==> config.mk <==
export PLATFORM = sky130hd
export DESIGN_NAME = score_keeper
export DESIGN_NICKNAME = d
export VERILOG_FILES = /design/src/rtl/bubble_pkg.sv /design/src/rtl/bcd_inc4.sv /design/src/rtl/score_keeper.sv
export SDC_FILE = /design/constraint.sdc
export NUM_CORES = 1
export LEC_CHECK = 0
export CELL_PAD_IN_SITES_DETAIL_PLACEMENT = 1
export CELL_PAD_IN_SITES_GLOBAL_PLACEMENT = 1
export CORE_AREA = 2 2 121 123
export DETAILED_ROUTE_END_ITERATION = 10
export DIE_AREA = 0 0 123 125
export GPL_TIMING_DRIVEN = 0
export PLACE_DENSITY_LB_ADDON = 0.12
export SYNTH_ARGS = -nofsm -noshare
export SYNTH_HDL_FRONTEND = slang
export SYNTH_SLANG_ARGS = --single-unit
==> constraint.sdc <==
create_clock -name clk -period 5 [get_ports clk]
set_input_delay 1.5 -clock clk [delete_from_list [all_inputs] [get_ports clk]]
set_output_delay 1.5 -clock clk [all_outputs]
set_load 0.01 [all_outputs]
==> src/rtl/bubble_pkg.sv <==
// Shared constants and game-session state encoding for the bubble game.
package bubble_pkg;

    localparam int         CELL_W = 5;
    localparam int         COLS   = 8;
    localparam logic [4:0] DARK   = 5'd31;

    localparam logic [4:0] R = 5'd16;
    localparam logic [4:0] G = 5'd17;
    localparam logic [4:0] B = 5'd18;

    typedef enum logic [1:0] {
        IDLE,
        PLAY,
        OVER
    } state_e;

endpackage

==> src/rtl/bcd_inc4.sv <==
// Combinational 4-digit BCD increment, saturating at 9999.
module bcd_inc4 (
    input  logic [15:0] bcd_i,
    output logic [15:0] bcd_o
);

    logic carry;

    always_comb begin
        bcd_o = bcd_i;
        carry = 1'b1;
        if (bcd_i != 16'h9999) begin
            for (int i = 0; i < 4; i++) begin
                if (carry) begin
                    if (bcd_i[i*4 +: 4] == 4'd9) begin
                        bcd_o[i*4 +: 4] = 4'd0;
                    end else begin
                        bcd_o[i*4 +: 4] = bcd_i[i*4 +: 4] + 4'd1;
                        carry           = 1'b0;
                    end
                end
            end
        end
    end

endmodule

==> src/rtl/score_keeper.sv <==
// Game-session FSM, BCD score, miss counter for the bubble game.
// Define SCORE_HISCORE_EN to keep a high score across games.
module score_keeper
    import bubble_pkg::*;
#(
    parameter int MISS_LIMIT  = 10,
    parameter int PTS_PER_POP = 1
) (
    input  logic        clk,
    input  logic        rst,
    input  logic        en,
    input  logic        dclk,
    input  logic        start,
    input  logic [6:0]  popCnt,
    input  logic [39:0] BubbleRow4,
    output logic [15:0] score_bcd,
    output logic [3:0]  misses,
    output logic        game_over,
    output logic        playing,
    output logic [15:0] hi_score_bcd
);

    state_e      state_q, state_d;
    logic [15:0] score_q, score_d, score_inc;
    logic [3:0]  misses_q, misses_d;
    logic [8:0]  pending_q, pending_d;
    logic        prev_dclk_q;
    logic [6:0]  prev_pop_q;

    logic        tick;
    logic        drain;
    logic [6:0]  delta;
    logic [11:0] add;
    logic [12:0] pend_sum;
    logic [3:0]  row_cnt;
    logic [4:0]  miss_sum;
    logic        limit_hit;

    assign tick      = dclk & ~prev_dclk_q;
    assign drain     = (pending_q != 9'd0);
    // A falling pop count means the manager was reset: no credit.
    assign delta     = (popCnt >= prev_pop_q) ? popCnt - prev_pop_q : 7'd0;
    assign add       = 12'(delta) * 12'(PTS_PER_POP);
    assign pend_sum  = 13'(pending_q) + 13'(add) - 13'(drain);
    assign miss_sum  = {1'b0, misses_q} + {1'b0, row_cnt};
    assign limit_hit = (misses_q >= 4'(MISS_LIMIT));

    bcd_inc4 u_inc (
        .bcd_i (score_q),
        .bcd_o (score_inc)
    );

    always_comb begin
        row_cnt = 4'd0;
        for (int i = 0; i < COLS; i++) begin
            if (BubbleRow4[i*CELL_W +: CELL_W] != DARK) begin
                row_cnt = row_cnt + 4'd1;
            end
        end
    end

    always_comb begin
        state_d   = state_q;
        score_d   = score_q;
        misses_d  = misses_q;
        pending_d = pending_q;
        if (en) begin
            unique case (state_q)
                IDLE, OVER: begin
                    if (start) begin
                        state_d   = PLAY;
                        score_d   = 16'h0000;
                        misses_d  = 4'd0;
                        pending_d = 9'd0;
                    end
                end
                PLAY: begin
                    if (limit_hit) begin
                        state_d = OVER;
                    end else begin
                        pending_d = (pend_sum > 13'd511) ? 9'd511 : pend_sum[8:0];
                        if (drain) score_d = score_inc;
                        if (tick) begin
                            misses_d = (miss_sum > 5'd15) ? 4'd15 : miss_sum[3:0];
                        end
                    end
                end
                default: state_d = IDLE;
            endcase
        end
    end

    always_ff @(posedge clk or posedge rst) begin
        if (rst) begin
            state_q     <= IDLE;
            score_q     <= 16'h0000;
            misses_q    <= 4'd0;
            pending_q   <= 9'd0;
            prev_dclk_q <= 1'b0;
            prev_pop_q  <= 7'd0;
        end else begin
            state_q     <= state_d;
            score_q     <= score_d;
            misses_q    <= misses_d;
            pending_q   <= pending_d;
            prev_dclk_q <= dclk;
            prev_pop_q  <= popCnt;
        end
    end

`ifdef SCORE_HISCORE_EN
    logic [15:0] hi_q;
    logic        go_over;

    assign go_over = en && (state_q == PLAY) && limit_hit;

    // Valid BCD orders the same as binary, so a plain compare suffices.
    always_ff @(posedge clk or posedge rst) begin
        if (rst) begin
            hi_q <= 16'h0000;
        end else if (go_over && (score_q > hi_q)) begin
            hi_q <= score_q;
        end
    end

    assign hi_score_bcd = hi_q;
`else
    assign hi_score_bcd = 16'h0000;
`endif

    assign score_bcd = score_q;
    assign misses    = misses_q;
    assign game_over = (state_q == OVER);
    assign playing   = (state_q == PLAY);

endmodule

**Word level (Yosys, flattened, before mapping)**

Index checks and enable logic that the tools add are counted.

- Register bits: 39
- Latch bits: 0
- Memory bits (writable): 0
- ROM bits: 0
- Output and inout port bits: 38
- Word-level logic and storage cells: 106
- Memories: 0

- $add $sub $neg: 15
- Multipliers: 0
- Div/mod/pow operators: 0
- Order comparisons: 4
- Equality and inequality tests: 24
- Shifts and indexed selects: 0
- Mux-type cells: 41
- Bitwise logic cells: 2
- Reduce and logical (&&, ||, !) cells: 11

Operators with widths:

| cell | number |
|---|---|
| $mux 4 | 18 |
| $mux 16 | 4 |
| $add 4x1->4 const B | 11 |
| $ne 5x5->1 const B | 8 |
| $pmux 16 s2 | 1 |
| $mux 9 | 3 |
| $reduce_and 7->1 | 3 |
| $pmux 9 s2 | 1 |
| $eq 4x4->1 const B | 4 |
| $ne 16x16->1 const B | 1 |
| $ne 2x1->1 const B | 7 |
| $gt 13x9->1 const B | 1 |
| $sub 10x1->11 | 1 |
| $add 9x7->10 | 1 |
| $mux 1 | 9 |
| $reduce_bool 9->1 | 1 |
| $pmux 4 s2 | 1 |
| $ge 7x7->1 | 1 |
| $mux 7 | 1 |
| $sub 7x7->7 | 1 |
| $reduce_and 6->1 | 1 |
| $add 4x4->5 | 1 |
| $gt 5x4->1 const B | 1 |
| $reduce_and 5->1 | 1 |
| 13 further kinds | 15 |

**Longest topological paths before layout**

Gate-level depths: netlist of run 1.

- Depth after elaboration: 22
- Mapped depth: 26
- Gate-level depth less buffers: 26

**Modules after synthesis**

From an unflattened synthesis of run 1, not the netlist that was laid out.

- Cell total of the unflattened synthesis: 425
- Area total of the unflattened synthesis: 3598.5 um2

Modules (own cells, without submodules):

| module | instances | cells an instance | area each (um2) | seq. area each (um2) |
|---|---|---|---|---|
| score_keeper | 1 | 366 | 3196.8 | 975.9 |
| bcd_inc4 | 1 | 59 | 401.6 | 0.0 |

**Worst setup path before layout of run 1**

OpenSTA, ideal clock, no wires.

- Kind: input to register
- Start point: in BubbleRow4[2]
- End point: reg misses_q[2] (netlist: misses[2])
- Setup time: 0.140 ns
- Arrival: 6.104 ns
- Required time: 4.860 ns
- Path slack: -1.244 ns
- Stages on the path: 23
- Cell sequence: and3_1 -> nand3_1 -> ha_1 -> or3_1 -> and2_1 -> ha_1 -> o21a_1 -> a21o_1 -> ha_1 -> a31oi_1 -> nor2_1 -> ha_1 -> nand2_1 -> o31ai_1 -> ha_1 -> mux2_2 -> ha_1 -> mux2_2 -> fa_1 -> a21o_1 -> a21o_1 -> o21ai_0 -> o21ai_0

- Longest elaborated chain between the ends: 22

Ends and longest elaborated chain:

| element | RTL line | source |
|---|---|---|
| from (decl) | score_keeper.sv:15 | `input logic [39:0] BubbleRow4,` |
| $ne 5x5->1 * | score_keeper.sv:56 | `if (BubbleRow4[i*CELL_W +: CELL_W] != DARK) begin` |
| $mux 1 * | score_keeper.sv:56 |  |
| $add 4x1->4 | score_keeper.sv:57 | `row_cnt = row_cnt + 4'd1;` |
| $mux 4 * | score_keeper.sv:56 |  |
| $add 4x1->4 | score_keeper.sv:57 |  |
| $mux 4 * | score_keeper.sv:56 |  |
| $add 4x1->4 | score_keeper.sv:57 |  |
| $mux 4 * | score_keeper.sv:56 |  |
| (+6 left out) | n/a |  |
| $add 4x1->4 | score_keeper.sv:57 |  |
| $mux 4 * | score_keeper.sv:56 |  |
| $add 4x4->5 * | score_keeper.sv:45 | `assign miss_sum = {1'b0, misses_q} + {1'b0, row_cnt};` |
| $gt 5x4->1 | score_keeper.sv:84 | `misses_d = (miss_sum > 5'd15) ? 4'd15 : miss_sum[3:0];` |
| $mux 4 * | score_keeper.sv:84 |  |
| $mux 4 * | score_keeper.sv:83 | `if (tick) begin` |
| $mux 4 * | score_keeper.sv:78 | `if (limit_hit) begin` |
| $pmux 4 s2 * | score_keeper.sv:68 | `unique case (state_q)` |
| to (signal assigned) | score_keeper.sv:104 | `misses_q <= misses_d;` |
| to (decl) | score_keeper.sv:25 | `logic [3:0] misses_q, misses_d;` |

Mark *: on every way between the ends. The rest lies on a longest branch, timed or not. The select of a mux whose other input is x is not followed.
A chain may end at the register's enable or synchronous reset.

**Worst setup path after layout of run 1**

- Start point: in BubbleRow4[0]
- End point: reg misses_q[2] (netlist: misses[2])

The elaborated chain is that of the path after synthesis.

==> results of run 1 <==
[power by group through the flow]
stage	clock network (mW)	logic (mW)	registers [mW]
global placement	0	1.55	0.542
detailed placement	0	1.59	0.542
finish	0.361	1.94	0.538
global route	0.386	2.17	0.560
CTS	0.377	1.76	0.539
floorplan	0	1.09	0.538
[metrics by stage]
stage	cells	setup TNS [ns]	util	area [µm²]
after CTS	693	-3.876	0.3520	5000
after detailed placement	671	-14.87	0.3236	4597
after global placement	670	-14.18	0.3222	4577
final	700	-3.025	0.3671	5214
after floorplan	413	-3.179	-	3616
after global routing	700	-3.863	0.3671	5214
[cells in the mapped netlist, types with 3 or more instances]
library cell / number
sky130_fd_sc_hd__a21o_1: 14
sky130_fd_sc_hd__nand4_1: 6
sky130_fd_sc_hd__o21a_1: 5
sky130_fd_sc_hd__fa_1: 3
sky130_fd_sc_hd__nor3_1: 12
sky130_fd_sc_hd__clkbuf_1: 5
sky130_fd_sc_hd__and3_1: 9
sky130_fd_sc_hd__o41ai_1: 3
sky130_fd_sc_hd__nor2b_1: 7
sky130_fd_sc_hd__xor2_1: 7
sky130_fd_sc_hd__and3b_1: 4
sky130_fd_sc_hd__o22ai_1: 8
sky130_fd_sc_hd__o21bai_1: 4
sky130_fd_sc_hd__ha_1: 43
sky130_fd_sc_hd__nand2_1: 23
sky130_fd_sc_hd__nand3b_1: 3
sky130_fd_sc_hd__nand2b_1: 3
sky130_fd_sc_hd__o2111ai_1: 3
sky130_fd_sc_hd__inv_1: 44
sky130_fd_sc_hd__nor2_1: 13
sky130_fd_sc_hd__xnor2_1: 14
sky130_fd_sc_hd__nand3_1: 23
sky130_fd_sc_hd__or3_1: 3
sky130_fd_sc_hd__dfrtp_1: 39
sky130_fd_sc_hd__o21ai_0: 33
sky130_fd_sc_hd__o31ai_1: 6
sky130_fd_sc_hd__a21oi_1: 10
sky130_fd_sc_hd__buf_4: 16
[critical path, delay by kind of cell]
kind,cells,cell delay [ns]
adder cells (fa/ha/maj),7,1.70
AO/OA/AOI/OAI,8,1.16
AND/OR/NAND/NOR,6,0.97
multiplexers,2,0.54
buffers and inverters,1,0.06
[path summary, 6_finish.rpt]
| kind | start | to | cells past startpoint |
|---|---|---|---|
| worst min register to register | state_q[1] | state_q[1] | 1 |
| worst min-delay path | state_q[1] | state_q[1] | 1 |
| worst max register to register | prev_pop_q[0] | pending_q[6] | 20 |
| min in group asynchronous | rst | score_bcd[0] | 2 |
| worst max-delay path | BubbleRow4[0] | misses[2] | 24 |
| max in group asynchronous | rst | prev_pop_q[0] | 3 |
[cell families (layout without fill, tap and decap cells)]
kind of cell,Yosys count,in the layout,share of synthesized area
AND/OR/NAND/NOR,116,118,0.1775
AO/OA/AOI/OAI,100,100,0.1879
buffers and inverters,67,168,0.08999
adder cells (fa/ha/maj),46,46,0.1728
flip-flops,39,39,0.2819
XOR/XNOR,25,25,0.07662
multiplexers,4,4,0.01229
other,1,16,0.001083
[cell usage in the layout, fill, tap and decap left out, drive strengths merged, types with 3 or more instances in the layout]
master,Yosys,final
o21bai,4,4
inv,45,45
clkbuf,5,11
conb,1,16
a21o,14,14
nand3b,3,3
nand2,23,24
o22ai,8,8
ha,43,43
nand3,23,23
o21ai,36,36
nor2b,7,7
dfrtp,39,39
o31ai,7,7
and3,9,10
dlygate4sd2,0,5
nand2b,3,3
nand4,6,6
o41ai,3,3
xnor2,15,15
or2,3,3
fa,3,3
clkdlybuf4s50,0,55
or3,3,3
and3b,4,4
a21oi,10,10
o2111ai,3,3
buf,16,45
nor2,13,13
clkdlybuf4s15,0,4
o21a,5,5
nor3,12,12
xor2,8,8
[final cells by class]
class                   count  area [µm²]
multi-input cells         309        2629
flip-flops and latches     39       975.9
repair buffers             95       908.4
fillers                  1685        8990
inverters                  46       176.4
clock inverters             1       30.03
well taps                 184       230.2
clock buffers               6       128.9
plain buffers              20       135.1
[per-layer routing]
metal  GRT usage  vias to the layer above  routed length [µm]
li1            -                     1621                   -
met1      0.1587                     1573                4192
met2      0.2148                       64                4713
met3     0.03057                       14                 420
met4     0.02540                        0                 138
met5           0                        -                   0
[timing repair]
item | 4_1_cts | 5_1_grt
gates resized for setup | 69 | 35
buffers inserted | 15 | 6
setup endpoints to repair | 13 | 13
cloned | 1 | 1
pin swaps | 32 | 36
[flip-flops by register name, indices dropped and copies added, names as in the netlist]
| name | flops |
|---|---|
| misses | 4 |
| pending_q | 9 |
| prev_pop_q | 7 |
| prev_dclk_q | 1 |
| state_q | 2 |
| score_bcd | 16 |
==> flow_summary.toml, run 1 <==
[yosys]
syn_area_per_cell_um2 = 8.699
synth.top_cells.by_area = "sky130_fd_sc_hd__dfrtp_1 (28%), sky130_fd_sc_hd__ha_1 (16%), sky130_fd_sc_hd__inv_1 (4.8%), sky130_fd_sc_hd__o21ai_0 (4.8%), sky130_fd_sc_hd__xnor2_1 (3.5%)"
postSynth.asyncResetShare = 1.000
yosys_register_bits = 39
synth_top_cell_area_share = 0.2819
synth_cell_types = 56
synth.largest_area_cell = "sky130_fd_sc_hd__dfrtp_1"
synth-edff-count = 0
netlist_instances = 398
synthFlopType = "sky130_fd_sc_hd__dfrtp_1"
yosysWarnings = 0
post_synth_design_cell_area_um2 = 3462
synth-seq-area-share = 0.2819

[worst_setup_path]
timing.critical_path.cells = "buf_6, and3_4, nand3_4, ha_4, or3_4, and2_4, ha_4, o21a_1, a21o_1, ha_4, a31oi_4, nor2_1, ha_1, nand2_2, o31ai_4, ha_4, mux2_4, ha_4, mux2_4, fa_2, a21o_1, a21o_1, o21ai_1, o21ai_1"
path_class = "in -> reg"
path_max_fanout = 4
worst_setup_path_start_kind = "input pin"
worst_path_max_delay_cell = "sky130_fd_sc_hd__or3_4"
critical_path_required_ns = 5.15
cp.arrival_ns = 5.92
setup.reg_to_reg.worst_slack_ns = 1.12
crit_path_end_kind = "register"
crit_path_frequent_cell = "sky130_fd_sc_hd__ha_4"
max_incr_delay_on_cp_ns = 0.37

[route]
vias = 3272
drt-initial-drc-count = 50
drc = 0
totalWireLength_um = 9465
detailedRoute.firstPassIterationCount = 4
avgViaCountPerCell = 4.674
routed_length_per_placed_instance_um = 13.52
postRouteAntennaNets = 0

[power]
sequentialPowerShare = 0.189
post-layout-total-power_mw = 2.843
lkg_pwr_nw = 2.377
power-per-cell-area_nw_per_um2 = 545.4
vdd_ir_drop_max_uv = 162.4
internal-power_mw = 1.558
combinationalPowerShare = 0.684
power.switching_mw = 1.286
clock_group_share_of_total_power = 0.127
sw_frac_of_total = 0.4522

[min_path]
worstHoldPathType = "reg -> reg"

[global_routing]
antenna_violations_before_repair = 0
wire_length_of_the_first_global_routing_pass_um = 15810
grt_max_degree = 26
grt_usage = 0.1252
global_route.overflow_total = 0
vias_in_the_first_global_route = 3393

[placed_design]
io_buffers = 73
gp_routability_congestion = 0.7256
place_hpwl_um = 7272
detailedPlace.worstSlack_ns = -1.587

[floorplan]
coreArea_um2 = 14200
std_cell_rows = 44
die_w_um = 123
total_i_o_pin_count = 90
fp.dieArea_um2 = 15380
die_height_um = 125
initial_util = 0.2437

[run_status]
run_status = "finished with violations"
failed_checks = "setup timing"

[timing]
relSlewSlack = 0.5797
rsz0062_at_grt = "yes"
worstMarginPinSlew_ns = 0.6289
worst_hold_slack_ns = 0.5188
slew_viol_final = 0
min_period_over_period = 1.154
timing.final.ws_setup_ns = -0.7689
final-setup-viol-count = 4
maxClockFrequency_mhz = 173.3
fin_skew_ns = 0.002509
finalCriticalPeriod_ns = 5.769
final_hold_viol_count = 0

[clock_tree]
clock_sinks = 39
ctsHtreeMaxLevel = 2
cts.hold.buffers_added = 0
cts_buffer_depth = 2
clock-root-buffer = "sky130_fd_sc_hd__clkbuf_16"
cts_tree = "yes"
clk_transition_reported_paths_ns = 0.06
tritoncts.num_buffers = 5
clock_latency_on_the_worst_skew_pair_ns = 0.28

[layout]
layout-area-overhead-vs-synth_pct = 50.60
antenna-diode-count = 0
layout-drive-gt1-share = 0.2345
fin_nets = 614

[job]
drv_cap = 0
Note: power is estimated with default switching activity, not from simulation.
==> run 2, diff against run 1 <==
CTS_CLUSTER_SIZE = 14   (was default)
==> results of run 2 <==
Same layout as run 1: the final DEF is identical, and so are final timing and power.
==> run 3, diff against run 2 <==
TNS_END_PERCENT = 1   (was default)
==> flow_summary.toml, run 3 (synthesized netlist as in run 1, its figures left out) <==
[worst_setup_path]
max_incr_delay_on_cp_ns = 0.37
cp.arrival_ns = 6.09
path_class = "in -> reg"
crit_path_end_kind = "register"
crit_path_frequent_cell = "sky130_fd_sc_hd__ha_4"
path_max_fanout = 4
worst_path_max_delay_cell = "sky130_fd_sc_hd__or3_4"
critical_path.reg2reg.startpoint = "prev_pop_q[0]"
worst_setup_path_start_kind = "input pin"
setup.reg_to_reg.worst_slack_ns = 0.98
timing.critical_path.cells = "buf_6, and3_4, nand3_4, ha_4, or3_4, and2_4, ha_4, o21a_1, a21o_1, ha_4, a31oi_4, nor2_1, ha_1, nand2_2, o31ai_4, ha_1, mux2_4, ha_4, mux2_4, fa_2, a21o_1, a21o_1, o21ai_1, o21ai_1"
regToRegEndpoint = "pending_q[8]"
critical_path_required_ns = 5.16
ff2ff_path_depth = 21

[timing]
slew_viol_final = 0
timing.final.ws_setup_ns = -0.9351
final-setup-viol-count = 6
maxClockFrequency_mhz = 168.5
relSlewSlack = 0.6019
fin_skew_ns = 0.003827
rsz0062_at_grt = "yes"
worstMarginPinSlew_ns = 0.5929
worst_hold_slack_ns = 0.5211
finalCriticalPeriod_ns = 5.935
min_period_over_period = 1.187
final_hold_viol_count = 0

[global_routing]
vias_in_the_first_global_route = 3606
global_route.overflow_total = 0
wire_length_of_the_first_global_routing_pass_um = 17390
grt_max_degree = 30
grt_usage = 0.1395
antenna_violations_before_repair = 0

[floorplan]
die_w_um = 123
coreArea_um2 = 14200
die_height_um = 125
initial_util = 0.2437
total_i_o_pin_count = 90
fp.dieArea_um2 = 15380
std_cell_rows = 44

[clock_tree]
cts_tree = "yes"
ctsHtreeMaxLevel = 2
clock_sinks = 39
tritoncts.num_buffers = 5
clock_latency_on_the_worst_skew_pair_ns = 0.28
cts_buffer_depth = 2
clk_transition_reported_paths_ns = 0.06
clock-root-buffer = "sky130_fd_sc_hd__clkbuf_16"

[placed_design]
place_hpwl_um = 7341
io_buffers = 73
detailedPlace.worstSlack_ns = -1.573
gp_routability_congestion = 0.7280
dpl-instance-area_um2 = 4586

[route]
totalWireLength_um = 10260
routed_length_per_placed_instance_um = 14.19
postRouteAntennaNets = 0
detailedRoute.firstPassIterationCount = 4
drc = 0
drt-initial-drc-count = 115
avgViaCountPerCell = 4.592
vias = 3320

[power]
vdd_ir_drop_max_uv = 183.7
power-per-cell-area_nw_per_um2 = 516.9
internal-power_mw = 1.517
combinationalPowerShare = 0.665
power.switching_mw = 1.226
lkg_pwr_nw = 2.505
sequentialPowerShare = 0.196
sw_frac_of_total = 0.4470
clock_group_share_of_total_power = 0.139

[min_path]
worstHoldPathType = "reg -> reg"
worst_hold_path.num_cells = 1
min_to = "state_q[1]"
worst_hold_startpoint = "state_q[1]"

[run_status]
failed_checks = "setup timing"
run_status = "finished with violations"

[layout]
layout-area-overhead-vs-synth_pct = 53.31
multi_input_area_um2 = 2525
n_fill_cell = 1660
mostFrequentLayoutCells = "sky130_fd_sc_hd__buf_4 (59), sky130_fd_sc_hd__clkdlybuf4s50_1 (55), sky130_fd_sc_hd__inv_1 (42), sky130_fd_sc_hd__dfrtp_1 (39), sky130_fd_sc_hd__ha_1 (36)"
largest_reg_flops = 16
layout.cells.most_common = "sky130_fd_sc_hd__buf_4"
ff_latch_area_um2 = 975.9
layout-drive-gt1-share = 0.2430
antenna-diode-count = 0
final_util = 0.3737
fin_nets = 636
postLayoutCellArea_um2 = 5308

[job]
drv_cap = 0
run 3: repair_timing:
action	in CTS	in global routing
buffers inserted	38	7
cloned	0	0
pin swaps	24	32
gates resized for setup	61	22
endpoints found under the setup margin	13	13
hold buffers	0	0
run 3: critical path, delay by kind of cell:
family	cells	cell delay, ns
fa+ha+maj	7	1.80
buf+inv	1	0.07
simple gates	6	0.97
mux	2	0.56
compound gates	8	1.18
run 3: how the worst max path moves through the flow:
stage | startpoint | to | cells after the start
after floorplan | BubbleRow4[7] | misses[1] | 23
after global placement | BubbleRow4[7] | misses[1] | 24
after detailed placement | BubbleRow4[7] | misses[0] | 24
after CTS | BubbleRow4[2] | misses[0] | 24
after global routing | BubbleRow4[1] | misses[3] | 24
final | BubbleRow4[1] | misses[3] | 24
run 3: cell type report:
type	count	area share
plain buffers	21	0.02829
well taps	184	0.04338
flip-flops and latches	39	0.1839
inverters	46	0.03277
repair buffers	118	0.2032
clock inverters	2	0.006601
clock buffers	6	0.02617
multi-input cells	307	0.4757
run 3: power groups by stage:
stage | registers, mW | clock network (mW) | logic (mW)
final | 0.538 | 0.381 | 1.82
after global routing | 0.560 | 0.407 | 2.04
after CTS | 0.541 | 0.394 | 1.73
after detailed placement | 0.545 | 0 | 1.58
after global placement | 0.541 | 0 | 1.54
after floorplan | 0.538 | 0 | 1.08
run 3: layer usage:
metal	share of wire	GRT usage	vias up
li1	-	-	1658
met1	0.44	0.1732	1597
met2	0.51	0.2509	58
met3	0.038	0.02965	7
met4	0.0080	0.02005	0
met5	0	0	-
run 3: through the flow:
stage | cells | power (mW) | setup TNS [ns]
after detailed placement | 671 | 2.128 | -16.40
after global placement | 670 | 2.078 | -15.84
after CTS | 717 | 2.660 | -7.566
final | 723 | 2.744 | -3.644
after global routing | 723 | 3.009 | -6.023
after floorplan | 413 | 1.615 | -3.714
